<file path="config.mk">
export PLATFORM = sky130hd
export DESIGN_NAME = mram_sweep_seq
export DESIGN_NICKNAME = d
export VERILOG_FILES = /design/src/rtl/mram_pkg.sv /design/src/rtl/mram_err_accum.sv /design/src/rtl/mram_sweep_seq.sv
export SDC_FILE = /design/constraint.sdc
export NUM_CORES = 1
export LEC_CHECK = 0
export CORE_MARGIN = 10
export CORE_UTILIZATION = 53
export CTS_CLUSTER_DIAMETER = 40
export DETAILED_ROUTE_END_ITERATION = 7
export PLACE_DENSITY_LB_ADDON = 0.08
export SYNTH_ARGS = -nofsm -noshare
export SYNTH_HDL_FRONTEND = slang
export SYNTH_HIERARCHICAL = 1
export SYNTH_SLANG_ARGS = --single-unit
</file>
<file path="constraint.sdc">
create_clock -name CLKM -period 2.89 [get_ports CLKM]
set_input_delay 0.578 -clock CLKM [delete_from_list [all_inputs] [get_ports CLKM]]
set_output_delay 0.578 -clock CLKM [all_outputs]
set_load 0.05 [all_outputs]
</file>
<file path="src/rtl/mram_pkg.sv">
// Shared encodings for the MRAM sweep sequencer: engine op codes, sweep modes,
// sequencer states and data-pattern select values.
package mram_pkg;

    typedef enum logic [1:0] {
        OP_WR = 2'd0,
        OP_RD = 2'd1,
        OP_ER = 2'd2,
        OP_RS = 2'd3
    } op_e;

    typedef enum logic [1:0] {
        MODE_WRITE = 2'd0,
        MODE_READ  = 2'd1,
        MODE_WR_RD = 2'd2,
        MODE_RESET = 2'd3
    } mode_e;

    typedef enum logic [2:0] {
        ST_IDLE,
        ST_CHECK,
        ST_ISSUE,
        ST_WAIT_DONE,
        ST_RELEASE,
        ST_WAIT_IDLE,
        ST_NEXT,
        ST_FINISH
    } state_e;

    localparam logic PAT_NORMAL  = 1'b0;
    localparam logic PAT_INVERSE = 1'b1;

    // Write-then-read mode writes on phase 0 and reads back on phase 1.
    function automatic op_e op_for(input mode_e mode, input logic phase);
        case (mode)
            MODE_WRITE: op_for = OP_WR;
            MODE_READ:  op_for = OP_RD;
            MODE_WR_RD: op_for = phase ? OP_RD : OP_WR;
            MODE_RESET: op_for = OP_RS;
            default:    op_for = OP_ER;
        endcase
    endfunction

endpackage

</file>
<file path="src/rtl/mram_err_accum.sv">
// Saturating read-error statistics: total bad bits, failing-word count and the
// address of the first failing read. Cleared at the start of every sweep.
module mram_err_accum
    import mram_pkg::*;
#(
    parameter int ADDR_W = 18,
    parameter int ERRB_W = 24
) (
    input  logic              CLKM,
    input  logic              RST_N,
    input  logic              clr_i,
    input  logic              rd_valid_i,
    input  logic [15:0]       badbits_i,
    input  logic [ADDR_W-1:0] addr_i,
    output logic [ADDR_W-1:0] err_words_o,
    output logic [ERRB_W-1:0] err_bits_o,
    output logic [ADDR_W-1:0] first_fail_o
);

    logic [ADDR_W-1:0] words_q, words_d;
    logic [ERRB_W-1:0] bits_q, bits_d;
    logic [ADDR_W-1:0] ff_q, ff_d;
    logic              seen_q, seen_d;
    logic [ERRB_W:0]   sum;

    always_ff @(posedge CLKM or negedge RST_N) begin
        if (!RST_N) begin
            words_q <= '0;
            bits_q  <= '0;
            ff_q    <= '1;
            seen_q  <= 1'b0;
        end else begin
            words_q <= words_d;
            bits_q  <= bits_d;
            ff_q    <= ff_d;
            seen_q  <= seen_d;
        end
    end

    always_comb begin
        words_d = words_q;
        bits_d  = bits_q;
        ff_d    = ff_q;
        seen_d  = seen_q;
        sum     = {1'b0, bits_q} + (ERRB_W+1)'(badbits_i);
        if (clr_i) begin
            words_d = '0;
            bits_d  = '0;
            ff_d    = '1;
            seen_d  = 1'b0;
        end else if (rd_valid_i && (badbits_i != 16'd0)) begin
            // The two counters saturate independently; a full bit total keeps counting words.
            bits_d = sum[ERRB_W] ? '1 : sum[ERRB_W-1:0];
            if (words_q != '1) begin
                words_d = words_q + ADDR_W'(1);
            end
            if (!seen_q) begin
                ff_d   = addr_i;
                seen_d = 1'b1;
            end
        end
    end

    assign err_words_o  = words_q;
    assign err_bits_o   = bits_q;
    assign first_fail_o = ff_q;

endmodule

</file>
<file path="src/rtl/mram_sweep_seq.sv">
// Address-sweep sequencer in front of the MRAM read/write engine.
// SWEEP_TIMEOUT_EN adds a per-op watchdog of TIMEOUT_CYC cycles.
//
//  state      | meaning
//  IDLE       | wait for a run rising edge, latch configuration
//  CHECK      | reject lo>hi (except reset op), load first address
//  ISSUE      | op/addr stable on the engine bus, start rises on exit
//  WAIT_DONE  | start held, wait for engine done, accumulate read errors
//  RELEASE    | drop start
//  WAIT_IDLE  | wait for engine done to fall
//  NEXT       | abort / phase / last-address decision
//  FINISH     | clear busy, raise done
module mram_sweep_seq
    import mram_pkg::*;
#(
    parameter int ADDR_W      = 18,
    parameter int ERRB_W      = 24,
    parameter int TIMEOUT_CYC = 300000
) (
    input  logic              CLKM,
    input  logic              RST_N,
    input  logic              run,
    input  logic              abort,
    input  logic [1:0]        cfg_mode,
    input  logic [ADDR_W-1:0] cfg_addr_lo,
    input  logic [ADDR_W-1:0] cfg_addr_hi,
    input  logic              cfg_inverse,
    output logic              busy,
    output logic              done,
    output logic [2:0]        status,
    output logic [ADDR_W-1:0] err_words,
    output logic [ERRB_W-1:0] err_bits,
    output logic [ADDR_W-1:0] first_fail,
    output logic              rw_start,
    output logic [1:0]        rw_oper,
    output logic [ADDR_W-1:0] rw_addr,
    output logic              rw_inverse,
    input  logic              rw_done,
    input  logic [15:0]       rw_badbits
);

    state_e            state_q, state_d;
    logic              run_prev_q;
    mode_e             mode_q, mode_d;
    logic [ADDR_W-1:0] lo_q, lo_d, hi_q, hi_d, addr_q, addr_d;
    logic              inv_q, inv_d, phase_q, phase_d;
    logic              start_q, start_d, busy_q, busy_d, done_q, done_d;
    logic              cfg_err_q, cfg_err_d, aborted_q, aborted_d;
    logic              acc_clr, rd_valid;
    op_e               cur_op;
    logic              timeout_bit;

`ifdef SWEEP_TIMEOUT_EN
    localparam int WD_W = $clog2(TIMEOUT_CYC + 1);
    logic [WD_W-1:0] wd_q, wd_d;
    logic            timeout_q, timeout_d;
    assign timeout_bit = timeout_q;
`else
    logic unused_timeout_cyc;
    assign unused_timeout_cyc = ^TIMEOUT_CYC;
    assign timeout_bit = 1'b0;
`endif

    always_ff @(posedge CLKM or negedge RST_N) begin
        if (!RST_N) begin
            state_q    <= ST_IDLE;
            run_prev_q <= 1'b0;
            mode_q     <= MODE_WRITE;
            lo_q       <= '0;
            hi_q       <= '0;
            addr_q     <= '0;
            inv_q      <= 1'b0;
            phase_q    <= 1'b0;
            start_q    <= 1'b0;
            busy_q     <= 1'b0;
            done_q     <= 1'b0;
            cfg_err_q  <= 1'b0;
            aborted_q  <= 1'b0;
`ifdef SWEEP_TIMEOUT_EN
            wd_q       <= '0;
            timeout_q  <= 1'b0;
`endif
        end else begin
            state_q    <= state_d;
            run_prev_q <= run;
            mode_q     <= mode_d;
            lo_q       <= lo_d;
            hi_q       <= hi_d;
            addr_q     <= addr_d;
            inv_q      <= inv_d;
            phase_q    <= phase_d;
            start_q    <= start_d;
            busy_q     <= busy_d;
            done_q     <= done_d;
            cfg_err_q  <= cfg_err_d;
            aborted_q  <= aborted_d;
`ifdef SWEEP_TIMEOUT_EN
            wd_q       <= wd_d;
            timeout_q  <= timeout_d;
`endif
        end
    end

    assign cur_op = op_for(mode_q, phase_q);

    always_comb begin
        state_d   = state_q;
        mode_d    = mode_q;
        lo_d      = lo_q;
        hi_d      = hi_q;
        addr_d    = addr_q;
        inv_d     = inv_q;
        phase_d   = phase_q;
        start_d   = start_q;
        busy_d    = busy_q;
        done_d    = done_q;
        cfg_err_d = cfg_err_q;
        aborted_d = aborted_q;
        acc_clr   = 1'b0;
        rd_valid  = 1'b0;
`ifdef SWEEP_TIMEOUT_EN
        wd_d      = wd_q;
        timeout_d = timeout_q;
`endif
        case (state_q)
            ST_IDLE: begin
                if (run && !run_prev_q) begin
                    mode_d    = mode_e'(cfg_mode);
                    lo_d      = cfg_addr_lo;
                    hi_d      = cfg_addr_hi;
                    inv_d     = cfg_inverse;
                    acc_clr   = 1'b1;
                    cfg_err_d = 1'b0;
                    aborted_d = 1'b0;
                    done_d    = 1'b0;
                    busy_d    = 1'b1;
`ifdef SWEEP_TIMEOUT_EN
                    timeout_d = 1'b0;
`endif
                    state_d   = ST_CHECK;
                end
            end
            ST_CHECK: begin
                if ((lo_q > hi_q) && (mode_q != MODE_RESET)) begin
                    cfg_err_d = 1'b1;
                    state_d   = ST_FINISH;
                end else begin
                    addr_d  = lo_q;
                    phase_d = 1'b0;
                    state_d = ST_ISSUE;
                end
            end
            ST_ISSUE: begin
                start_d = 1'b1;
`ifdef SWEEP_TIMEOUT_EN
                wd_d    = WD_W'(TIMEOUT_CYC - 1);
`endif
                state_d = ST_WAIT_DONE;
            end
            ST_WAIT_DONE: begin
                if (rw_done) begin
                    rd_valid = (cur_op == OP_RD);
                    state_d  = ST_RELEASE;
                end
`ifdef SWEEP_TIMEOUT_EN
                else if (wd_q == '0) begin
                    start_d   = 1'b0;
                    timeout_d = 1'b1;
                    state_d   = ST_FINISH;
                end else begin
                    wd_d = wd_q - WD_W'(1);
                end
`endif
            end
            ST_RELEASE: begin
                start_d = 1'b0;
                state_d = ST_WAIT_IDLE;
            end
            ST_WAIT_IDLE: begin
                if (!rw_done) begin
                    state_d = ST_NEXT;
                end
`ifdef SWEEP_TIMEOUT_EN
                else if (wd_q == '0) begin
                    timeout_d = 1'b1;
                    state_d   = ST_FINISH;
                end else begin
                    wd_d = wd_q - WD_W'(1);
                end
`endif
            end
            ST_NEXT: begin
                // hi is compared before any increment, so hi = all-ones cannot wrap.
                if (abort) begin
                    aborted_d = 1'b1;
                    state_d   = ST_FINISH;
                end else if ((mode_q == MODE_WR_RD) && !phase_q) begin
                    phase_d = 1'b1;
                    state_d = ST_ISSUE;
                end else if ((mode_q == MODE_RESET) || (addr_q == hi_q)) begin
                    state_d = ST_FINISH;
                end else begin
                    addr_d  = addr_q + ADDR_W'(1);
                    phase_d = 1'b0;
                    state_d = ST_ISSUE;
                end
            end
            ST_FINISH: begin
                busy_d  = 1'b0;
                done_d  = 1'b1;
                state_d = ST_IDLE;
            end
            default: state_d = ST_IDLE;
        endcase
    end

    mram_err_accum #(
        .ADDR_W (ADDR_W),
        .ERRB_W (ERRB_W)
    ) u_err_accum (
        .CLKM         (CLKM),
        .RST_N        (RST_N),
        .clr_i        (acc_clr),
        .rd_valid_i   (rd_valid),
        .badbits_i    (rw_badbits),
        .addr_i       (addr_q),
        .err_words_o  (err_words),
        .err_bits_o   (err_bits),
        .first_fail_o (first_fail)
    );

    assign busy       = busy_q;
    assign done       = done_q;
    assign status     = {timeout_bit, aborted_q, cfg_err_q};
    assign rw_start   = start_q;
    assign rw_oper    = cur_op;
    assign rw_addr    = addr_q;
    assign rw_inverse = inv_q ? PAT_INVERSE : PAT_NORMAL;

endmodule

</file>
## Word level (Yosys, flattened, before mapping)

Index checks and enable logic that the tools add are counted.
W data, S select, Z words.

| word-level totals | value |
|---|---|
| flip-flop bits (word level) | 128 |
| input bits | 60 |

| operators by class | value |
|---|---|
| add/sub/neg operators | 3 |
| $lt $le $gt $ge | 1 |
| eq/ne operators | 25 |
| muxes and demuxes | 45 |
| reductions and logical operators | 26 |

Operators with widths:

| cell | count |
|---|---|
| $mux W18 | 10 |
| $mux W24 | 3 |
| $add A18 B1 Y18 const B | 2 |
| $pmux W18 S2 | 1 |
| $add A24 B16 Y25 | 1 |
| $pmux W3 S8 | 1 |
| $ne A2 B2 Y1 const B | 11 |
| $mux W3 | 7 |
| $eq A18 B18 Y1 | 1 |
| $gt A18 B18 Y1 | 1 |
| $ne A18 B18 Y1 const B | 1 |
| $mux W1 | 16 |
| $reduce_bool A16 Y1 | 1 |
| $reduce_bool A2 Y1 | 7 |
| $eq A3 B3 Y1 const B | 4 |
| $pmux W1 S2 | 6 |
| $reduce_and A3 Y1 | 3 |
| $pmux W2 S4 | 1 |
| $reduce_and A2 Y1 | 4 |
| $eq A3 B2 Y1 const B | 2 |
| $reduce_and A5 Y1 | 1 |
| $eq A2 B1 Y1 const B | 2 |
| $eq A2 B2 Y1 const B | 2 |
| $logic_and A1 B1 Y1 | 4 |
| other kinds (7) | 8 |

## Logic depth before layout (Yosys ltp)

| depth | value |
|---|---|
| word-level depth | 8 |
| mapped depth | 10 |

## Cells and area by module

Netlist, hierarchy kept.

Modules (own cells, without submodules):

| module | times used | cells each | area each (um2) |
|---|---|---|---|
| mram_sweep_seq | 1 | 445 | 3812.4 |
| mram_err_accum | 1 | 422 | 3707.3 |

## Worst setup path after synthesis

OpenSTA, ideal clock, no wires.

| timing | value |
|---|---|
| kind | register to register |
| from | register u_err_accum.bits_q[0] (netlist: u_err_accum/err_bits_o[0]) |
| to | register u_err_accum.bits_q[12] (netlist: u_err_accum/err_bits_o[12]) |
| arrival time | 2.513 ns |
| data required time | 2.744 ns |
| setup slack | 0.231 ns |
| cell stages (with the launch flop) | 9 |
| path buffers | 0 |
| cell sequence | dfrtp_1 -> ha_1 -> fa_1 -> a211oi_1 -> nor2_1 -> a21oi_1 -> o211ai_2 -> a21oi_1 -> a31oi_1 |

| between the ends | value |
|---|---|
| longest elaborated chain between the ends | 4 |

RTL lines:

| item | RTL line | source |
|---|---|---|
| from (decl) | mram_err_accum.sv:21 | `logic [ERRB_W-1:0] bits_q, bits_d;` |
| from (signal assigned) | mram_err_accum.sv:34 | `bits_q <= bits_d;` |
| $add A24 B16 Y25 | mram_err_accum.sv:45 | `sum = {1'b0, bits_q} + (ERRB_W+1)'(badbits_i);` |
| $mux W24 | mram_err_accum.sv:53 | `bits_d = sum[ERRB_W] ? '1 : sum[ERRB_W-1:0];` |
| $mux W24 | mram_err_accum.sv:51 | `end else if (rd_valid_i && (badbits_i != 16'd0)) begin` |
| $mux W24 | mram_err_accum.sv:46 | `if (clr_i) begin` |

No other way between the ends. The select of a mux whose other input is x is not followed.
A chain may end at the register's enable or synchronous reset.

## Worst setup path in the final report

| timing | value |
|---|---|
| from | input rw_badbits[0] |
| to | register u_err_accum.bits_q[20] (netlist: u_err_accum/err_bits_o[20]) |

| between the ends | value |
|---|---|
| longest elaborated chain between the ends | 4 |

RTL lines:

| item | RTL line | source |
|---|---|---|
| from (decl) | mram_sweep_seq.sv:39 | `input logic [15:0] rw_badbits` |
| $add A24 B16 Y25 | mram_err_accum.sv:45 |  |
| $mux W24 | mram_err_accum.sv:53 |  |
| $mux W24 | mram_err_accum.sv:51 |  |
| $mux W24 | mram_err_accum.sv:46 |  |

Parallel ways exist; a longest one is shown, timed or not. The select of a mux whose other input is x is not followed.

==> flow_summary.ini <==
[logic_synthesis]
synth_seq_area_share_pct = 42.90
synth_top_area_share_pct = 36.61
synth.largest_area_cell = dfrtp_1
synthTopCellsByArea = dfrtp_1 (37%), nand2_1 (8.7%), dfstp_2 (6.3%)
ys_types = 74
syn_inst = 867
synth_common_cells = nand2_1 (174), dfrtp_1 (110), a21oi_1 (59), o21ai_0 (56), nor2_1 (43)
synth.most_common_cell = nand2_1
async_reset_ff_share_pct = 100.0
synth-edff-count = 0
netlist_area_sq_um = 7520
syn_nets = 964
ys_seq_elements = 128
yosysWarningCount = 6
ys.flop_type = dfrtp_1
synth_area_per_cell_sq_um = 8.673

[sta]
fin_skew_ns = 0.01028
worst_pin_slew_ns = 0.6656
maxSlewHeadroom_pct = 55.62
finalSetupViolCount = 0
report.final.slew_viol_count = 0
hold_violations = 0
min_period_ns = 2.603
fmax_mhz = 384.2
rsz0062_at_grt = false
finalCritPeriodShare_pct = 90.07

[global_routing]
grt_usage_pct = 23.85
first_global_vias = 7421
grt_overflow = 0
grt_max_degree = 81
antenna_found_initial = 0
grt_pass1_wl_um = 38150

[power_and_ir_drop]
power_switching_mw = 5.569
p_clk_share_pct = 17.1
power_density_nw_per_um2 = 1183
power_frac_comb_pct = 54.1
irDropWorstVdd_v = 0.0006292
switching_share_pct = 46.52
finalPower_mw = 11.97
p_leak_nw = 4.482
seq_power_share_pct = 28.9
cellInternalPower_mw = 6.401

[job]
maxCapViolCount = 0

[floorplanning]
rows = 43
die_h_um = 139.1
fp.dieW_um = 139.1
pin_count = 147
die_area_sq_um = 19350
core-area_sq_um = 13880
start_util_pct = 54.17

[clocking]
clock_path_buffers = 2
cts.clk_slew.worst_paths_ns = 0.06
cts.repair.resized = 0
htreeDepth = 4
clock_sinks = 128
clock_latency_ns = 0.42
cts_hold_buf = 0
cts_setup_buffers = 0
cts_inserted_buffers = 17
cts-root-buf = clkbuf_16
tritoncts = built

[critical_path]
path_max_fanout = 4
crit_path_end_kind = flop
worstSetupPathType = in -> reg
r2r_slack_ns = 0.35
worstRegToRegCells = 7
worstPathRequired_ns = 3.17
startpoint_type = primary input
reg2reg_to = rw_addr[11]$_DFFE_PN0P_
critPathArrivalTime_ns = 2.88
timing.rr.start = lo_q[9]$_DFFE_PN0P_

[worst_hold_path]
worstHoldPathType = in -> async

[placed_design]
dp_hpwl_um = 17050
place_congestion = 0.9145
portBuffers = 145
place_area_sq_um = 9557

[finish]
num_antenna_cells = 0
final_area_sq_um = 10120
drive_gt1_share_pct = 12.93
seqCellArea_sq_um = 3226
fill_cells = 1094
syn_to_final_growth_pct = 34.54
multi_input_area_sq_um = 3979
nets = 1151

[drt]
wl_per_cell_um = 18.67
vias_per_cell = 5.804
via_count = 7238
dr.pass1.iters = 5
postRouteAntennaNets = 0
wl_um = 23280
drt-initial-drc-count = 561
drc_errors = 0

[status]
run_status = finished, final reports clean
critical path, stage by stage:
cell and delay [ns]:
clkdlybuf4s50_1 0.48, ha_1 0.19, fa_1 0.22, a211oi_1 0.08, nor2_1 0.27, a21oi_1 0.15
buf_4 0.17, o211a_1 0.24, o311ai_0 0.36, o41ai_1 0.15
worst max-delay path by stage:
stage                                                startpoint                                endpoint  slack, ns
after floorplan           u_err_accum/err_bits_o[0]$_DFFE_PN0P_  u_err_accum/err_bits_o[12]$_DFFE_PN0P_       0.23
after global placement                           rw_badbits[10]  u_err_accum/err_bits_o[17]$_DFFE_PN0P_      -0.04
after detailed placement                          rw_badbits[0]  u_err_accum/err_bits_o[18]$_DFFE_PN0P_      -0.08
after CTS                                 mode_q[0]$_DFFE_PN0P_                              rw_oper[1]       0.33
after global routing                                    rw_done  u_err_accum/err_bits_o[20]$_DFFE_PN0P_       0.06
final                                             rw_badbits[0]  u_err_accum/err_bits_o[20]$_DFFE_PN0P_       0.29
area by class of cell:
class / count / area share (%)
clock buffers: 27 / 4.972
multi-input cells: 666 / 39.33
well taps: 180 / 2.226
clock inverters: 5 / 0.5689
repair buffers: 213 / 19.99
inverters: 28 / 1.039
flip-flops and latches: 128 / 31.88
power groups by stage:
stage	sequential (mW)	combinational (mW)	clock (mW)
5_1_grt	3.56	7.02	2.14
4_1_cts	3.44	6.47	2.07
3_3_place_gp	3.45	6.31	0
6_report	3.46	6.47	2.04
2_1_floorplan	4.56	3.01	0
3_5_place_dp	3.45	6.40	0
sequential cells by signal, indices dropped and copies added (netlist names):
signal                    flops
cfg_err_q                     1
inv_q                         1
done                          1
lo_q                         18
u_err_accum/first_fail_o     18
mode_q                        2
state_q                       3
u_err_accum/seen_q            1
hi_q                         18
rw_start                      1
run_prev_q                    1
rw_addr                      18
u_err_accum/err_words_o      18
u_err_accum/err_bits_o       24
busy                          1
phase_q                       1
aborted_q                     1
cell usage in the layout (no fill, tap or decap), drive strengths merged, types with 5 or more instances in the layout:
| cell type | netlist | layout |
|---|---|---|
| a21oi | 61 | 61 |
| buf | 14 | 69 |
| or4 | 6 | 6 |
| clkbuf | 31 | 27 |
| nand2b | 5 | 5 |
| nand2 | 175 | 175 |
| and3 | 13 | 13 |
| inv | 28 | 28 |
| nor3 | 20 | 20 |
| ha | 36 | 36 |
| xor2 | 32 | 32 |
| nand3 | 41 | 41 |
| a31oi | 28 | 28 |
| nand4 | 20 | 20 |
| o21ai | 63 | 63 |
| nor4 | 6 | 6 |
| a21o | 8 | 8 |
| or3 | 8 | 8 |
| nor2 | 43 | 43 |
| or2 | 6 | 6 |
| a211oi | 9 | 9 |
| clkdlybuf4s50 | 0 | 144 |
| o22ai | 5 | 5 |
| dfrtp | 110 | 110 |
| xnor2 | 12 | 12 |
| dfstp | 18 | 18 |
| o211ai | 8 | 8 |
through the flow:
step	TNS (ns)	utilization [%]	setup WS [ns]	cells	hold WS [ns]
final	0	72.89	0.2870	1247	0.1735
after global routing	0	72.89	0.06197	1247	0.2293
after CTS	0	72.89	0.3337	1247	0.1977
after detailed placement	-0.7058	68.85	-0.07620	1215	0.4631
after global placement	-0.1103	68.85	-0.04002	1215	0.4580
after floorplan	0	-	0.2307	867	0.2824
routing by layer:
layer	vias up	track usage (%)	part of all wire, %
met1	3482	29.14	42
met5	-	0	0
li1	3459	-	-
met3	46	5.959	5.2
met2	251	39.65	50
met4	0	9.006	2.6
logic make-up (layout without fill, tap and decap cells):
kind of cell,Yosys count,count (layout),share of synthesized area [%]
compound gates,220,220,18.24
simple gates,361,361,22.73
xor+xnor,44,44,5.125
mux,3,3,0.4825
fa+ha+maj,37,37,6.256
buf+inv,73,273,4.226
flops,128,128,42.90
other cells,1,1,0.04987
Power figures use the tool's default switching activity.
